### src/rtl/seg_display_driver.sv
// Latches a signed result, converts its magnitude to BCD by double-dabble, and
// multiplexes sign/hundreds/tens/units onto a 4-digit 7-segment display.
module seg_display_driver #(
    parameter int DATA_WIDTH  = 10,
    parameter int REFRESH_DIV = 50000
) (
    input  logic                  clk,
    input  logic                  rst,
    input  logic [DATA_WIDTH-1:0] result,
    input  logic                  error,
    input  logic                  load,
    output logic                  busy,
    output logic [3:0]            anode,
    output logic [6:0]            seg
);

    localparam int CW = (REFRESH_DIV > 1) ? $clog2(REFRESH_DIV) : 1;
    localparam int IW = $clog2(DATA_WIDTH + 1);

    typedef enum logic [1:0] {IDLE, CONVERT, COMMIT} state_t;

    state_t                state;
    logic [DATA_WIDTH-1:0] bin_sr;
    logic [11:0]           bcd_sr;
    logic [11:0]           bcd_adj;
    logic [IW-1:0]         iter;
    logic                  lat_neg;
    logic                  lat_err;
    logic [3:0]            disp_units;
    logic [3:0]            disp_tens;
    logic [3:0]            disp_hundreds;
    logic                  disp_neg;
    logic                  disp_err;
    logic [CW-1:0]         refresh_cnt;
    logic [3:0]            digit;

    // One extra bit keeps the most negative input's magnitude representable.
    logic [DATA_WIDTH:0]   res_ext;
    logic [DATA_WIDTH:0]   mag;
    logic                  over;

    assign res_ext = {result[DATA_WIDTH-1], result};
    assign mag     = result[DATA_WIDTH-1] ? (~res_ext + (DATA_WIDTH+1)'(1)) : res_ext;
    assign over    = 32'(mag) > 32'd999;

    always_comb begin
        bcd_adj = bcd_sr;
        for (int i = 0; i < 3; i++) begin
            if (bcd_sr[4*i +: 4] >= 4'd5)
                bcd_adj[4*i +: 4] = bcd_sr[4*i +: 4] + 4'd3;
        end
    end

    // Only three BCD digits are kept; anything that would overflow them is
    // already flagged as an error at load time.
    always_ff @(posedge clk) begin
        if (rst) begin
            state         <= IDLE;
            busy          <= 1'b0;
            iter          <= '0;
            bin_sr        <= '0;
            bcd_sr        <= '0;
            lat_neg       <= 1'b0;
            lat_err       <= 1'b0;
            disp_units    <= 4'd0;
            disp_tens     <= 4'd0;
            disp_hundreds <= 4'd0;
            disp_neg      <= 1'b0;
            disp_err      <= 1'b0;
        end else begin
            case (state)
                IDLE: begin
                    if (load) begin
                        lat_neg <= result[DATA_WIDTH-1];
                        lat_err <= error | over;
                        bin_sr  <= mag[DATA_WIDTH-1:0];
                        bcd_sr  <= '0;
                        iter    <= '0;
                        busy    <= 1'b1;
                        state   <= CONVERT;
                    end
                end
                CONVERT: begin
                    bcd_sr <= {bcd_adj[10:0], bin_sr[DATA_WIDTH-1]};
                    bin_sr <= bin_sr << 1;
                    iter   <= iter + IW'(1);
                    if (iter == IW'(DATA_WIDTH - 1))
                        state <= COMMIT;
                end
                COMMIT: begin
                    disp_units    <= bcd_sr[3:0];
                    disp_tens     <= bcd_sr[7:4];
                    disp_hundreds <= bcd_sr[11:8];
                    disp_neg      <= lat_neg;
                    disp_err      <= lat_err;
                    busy          <= 1'b0;
                    state         <= IDLE;
                end
                default: state <= IDLE;
            endcase
        end
    end

    always_ff @(posedge clk) begin
        if (rst) begin
            refresh_cnt <= '0;
            anode       <= 4'b0001;
        end else if (refresh_cnt == CW'(REFRESH_DIV - 1)) begin
            refresh_cnt <= '0;
            anode       <= {anode[2:0], anode[3]};
        end else begin
            refresh_cnt <= refresh_cnt + CW'(1);
        end
    end

    // Digit codes 10 and 11 stand for 'E' and minus.
    always_comb begin
        digit = 4'd0;
        case (anode)
            4'b0001: digit = disp_err ? 4'd10 : disp_units;
            4'b0010: digit = disp_err ? 4'd0 : disp_tens;
            4'b0100: digit = disp_err ? 4'd0 : disp_hundreds;
            4'b1000: digit = (disp_neg && !disp_err) ? 4'd11 : 4'd0;
            default: digit = 4'd0;
        endcase
    end

    always_comb begin
        seg = 7'b1111110;
        case (digit)
            4'd0:    seg = 7'b1111110;
            4'd1:    seg = 7'b0110000;
            4'd2:    seg = 7'b1101101;
            4'd3:    seg = 7'b1111001;
            4'd4:    seg = 7'b0110011;
            4'd5:    seg = 7'b1011011;
            4'd6:    seg = 7'b1011111;
            4'd7:    seg = 7'b1110000;
            4'd8:    seg = 7'b1111111;
            4'd9:    seg = 7'b1111011;
            4'd10:   seg = 7'b1001111;
            4'd11:   seg = 7'b0000001;
            default: seg = 7'b1111110;
        endcase
    end

endmodule
### config.mk
export PLATFORM = sky130hd
export DESIGN_NAME = seg_display_driver
export DESIGN_NICKNAME = d
export VERILOG_FILES = /design/src/rtl/seg_display_driver.sv
export SDC_FILE = /design/constraint.sdc
export NUM_CORES = 1
export LEC_CHECK = 0
export CAP_MARGIN = 15
export CORE_MARGIN = 2
export CORE_UTILIZATION = 58
export DETAILED_ROUTE_END_ITERATION = 16
export GPL_TIMING_DRIVEN = 0
export PLACE_DENSITY = 0.79
export SLEW_MARGIN = 20
export SYNTH_ARGS = -nofsm -noshare
export SYNTH_HDL_FRONTEND = slang
export SYNTH_SLANG_ARGS = --single-unit
export TNS_END_PERCENT = 20
### constraint.sdc
create_clock -name clk -period 3.3 [get_ports clk]
set_input_delay 0.66 -clock clk [delete_from_list [all_inputs] [get_ports clk]]
set_output_delay 0.66 -clock clk [all_outputs]
set_load 0.01 [all_outputs]
==> reports/results.ini <==
[global_route]
grtUsageMet3 = 0.0596
grt_usage = 0.256
grt_busiest_layer = met2
gr-total-overflow = 0
grt_pass1_vias = 2789
grt_first_pass_wirelength_mm = 12.9
antenna_found_initial = 0
grt_start_max_net_pins = 11
use_met1 = 0.331
gr-usage-met2 = 0.420

[setup_path]
crit_type = reg2out
cpMostUsedCell = buf_4
slowest_stage = clkdlybuf4s50_1
required_ps = 2640
reg2reg_depth = 6
start_kind = flip-flop
crit_chain = buf_4 -> o21ai_1 -> o311ai_4 -> buf_4 -> a22oi_4 -> buf_4 -> nor3_1 -> a21oi_1 -> clkdlybuf4s50_1
r2r_start = state[0]
critical-path-max-stage-delay_ps = 550
endpoint_kind = output pin
r2r_end = bcd_sr[3]
rrSetupSlack_ps = 1460
crit_buf_inv = 4
crit_arrival_ps = 2690
critPathMaxFanout = 10
critical-path-top-delay-family = buffers and inverters

[timing]
hold_viol = 0
layout_min_cycle_time_ps = 3350
relSlewSlack = 0.517
setup_viol = 3
slew_viol_final = 0
fin_crit_sh = 1.02
setup_ws_ps = -50.0
max_freq_mhz = 299
worst_slew_pin_slew_ps = 721
grt_setup_unrepaired = true
final.setup_skew_ps = 9.75

[drt]
wl_mm = 7.57
wl_per_cell_um = 14.6
dr.pass1.iters = 4
drc = 0
drt_iter0_markers = 183
vias = 2934
vias_per_cell = 5.64
drtAntennaViolNets = 0

[hold_path]
hold_depth = 1
min_from = refresh_cnt[0]
worstHoldPathType = reg2reg
min_to = refresh_cnt[0]

[final_layout]
final_layout_size_suffix_gt1_frac = 0.114
utilization = 0.720
final_common_cell = dfxtp_1
nFillCells = 447
area_growth_pct = 18.6
finalNonFillerCells = 520
mostFrequentLayoutCells = dfxtp_1 (65), nand2_1 (47), nor2_1 (44)
antenna_cells = 0
final_nets = 474

[die]
initial_utilization = 0.607
die_h_um = 80.4
io_pins = 26
core_um2 = 5570
std_cell_rows = 27
die_w_um = 80.4
die_area_um2 = 6460

[synth]
yosysUniqueCellTypes = 52
synth-seq-cells = 65
synthesis.nets = 432
synth_area_um2 = 3380
synth_edf_count = 0
yosysSeqAreaShare = 0.385
async_flop_share = 0
yosys_warnings = 0
synth_top_area_cell = dfxtp_1
postSynthCellCount = 402
yosys-top-cells-area = dfxtp_1 (38%), ha_1 (5.9%), nand2_1 (5.2%), nor2_1 (4.9%), a21oi_1 (3.8%)
synth.top_cell.area_share = 0.385
synthFlopType = dfxtp_1
synth_area_per_cell_um2 = 8.42

[place]
placedCellCount = 498
pre_cts_ws_ps = -62.7
hpwl_mm = 5.21
gp_congestion = 0.894
port_buffers = 24

[outcome]
run_status = finished, violations left
violations = setup timing

[power_and_ir_drop]
power.density_nw_per_um2 = 376
p_leak_nw = 1.45
vdd_drop_max_mv = 0.238
p_total_mw = 1.51

[clock_tree]
clockBufferDepth = 2
ctsHoldBuffers = 0
htreeDepth = 3
cts_buffers = 9
cts_root_buffer = clkbuf_8
clk_latency_ps = 340
clock-sinks = 65
cts_tree = yes
cts.clk_slew.worst_paths_ps = 70

[flow_run]
drv_cap = 0

==> how the worst max path moves through the flow <==
stage,from,end,slack (ps),depth (start not counted)
after floorplan,anode[1],seg[3],640,8
after global placement,anode[1],seg[3],-10,9
after detailed placement,anode[1],seg[6],-60,9
after CTS,anode[2],seg[0],-10,8
after global routing,anode[2],seg[1],-180,9
final,anode[2],seg[1],-50,9
==> cell usage after synthesis (all sizes together), types with 2 or more instances <==
master,count
dfxtp,65
nand2,47
nor2,44
a21oi,26
o21ai,20
inv,17
ha,16
nand3,15
xnor2,14
xor2,13
clkbuf,12
buf,9
nand2b,9
nor2b,9
a22oi,8
nor3,8
nand3b,7
nand4,7
mux2i,6
o31ai,5
a22o,4
and3,4
a211o,3
a222oi,3
o22ai,3
or3,3
a21boi,2
a31oi,2
nor4b,2
o211ai,2
o21a,2
o221a,2
o22a,2
==> timing repair <==
action	in CTS	in global routing
pin swaps	4	2
setup endpoints to repair	7	5
resized for setup	18	4
setup buffers	6	1
==> power breakdown <==
group          switching [mW]  internal, mW
combinational          0.0641        0.0523
clock                   0.292         0.287
sequential             0.0125         0.802
total                   0.369          1.14
==> sequential cells by signal (all words and copies together) (netlist names), 2 cells and up <==
name	count
anode	4
bcd_sr	12
bin_sr	10
disp_hundreds	4
disp_tens	4
disp_units	4
iter	4
refresh_cnt	16
state	2
==> per-stage QoR <==
stage          hold WS (ps)  setup TNS (ps)  cell area, µm²
2_1_floorplan           410               0            3380
5_1_grt                 463            -532            4010
3_5_place_dp            431            -114            3710
6_report                435            -119            4010
4_1_cts                 441           -14.0            4000
3_3_place_gp            422           -20.7            3710
==> routing by layer <==
metal,vias to the layer above,part of all wire
li1,1486,-
met1,1382,0.48
met2,50,0.47
met3,16,0.036
met4,0,0.020
met5,-,0
==> cell type report <==
class,instances,area (µm²),area share
plain buffers,21,114,0.0284
clock buffers,12,145,0.0362
clock inverters,3,17.5,0.00437
inverters,17,63.8,0.0159
multi-input cells,299,1990,0.495
flip-flops and latches,65,1300,0.324
well taps,72,90.1,0.0225
repair buffers,31,293,0.0730
==> kinds of logic after synthesis <==
logic type,after synthesis,share of synthesized area
and+or+nand+nor,160,0.235
AOI/OAI and AO/OA,89,0.180
DFF,65,0.385
buffers and inverters,38,0.0503
xor gates and xnor gates,27,0.0699
adders and majority gates,16,0.0592
muxes,7,0.0211
(Power assumes the default switching activity.)
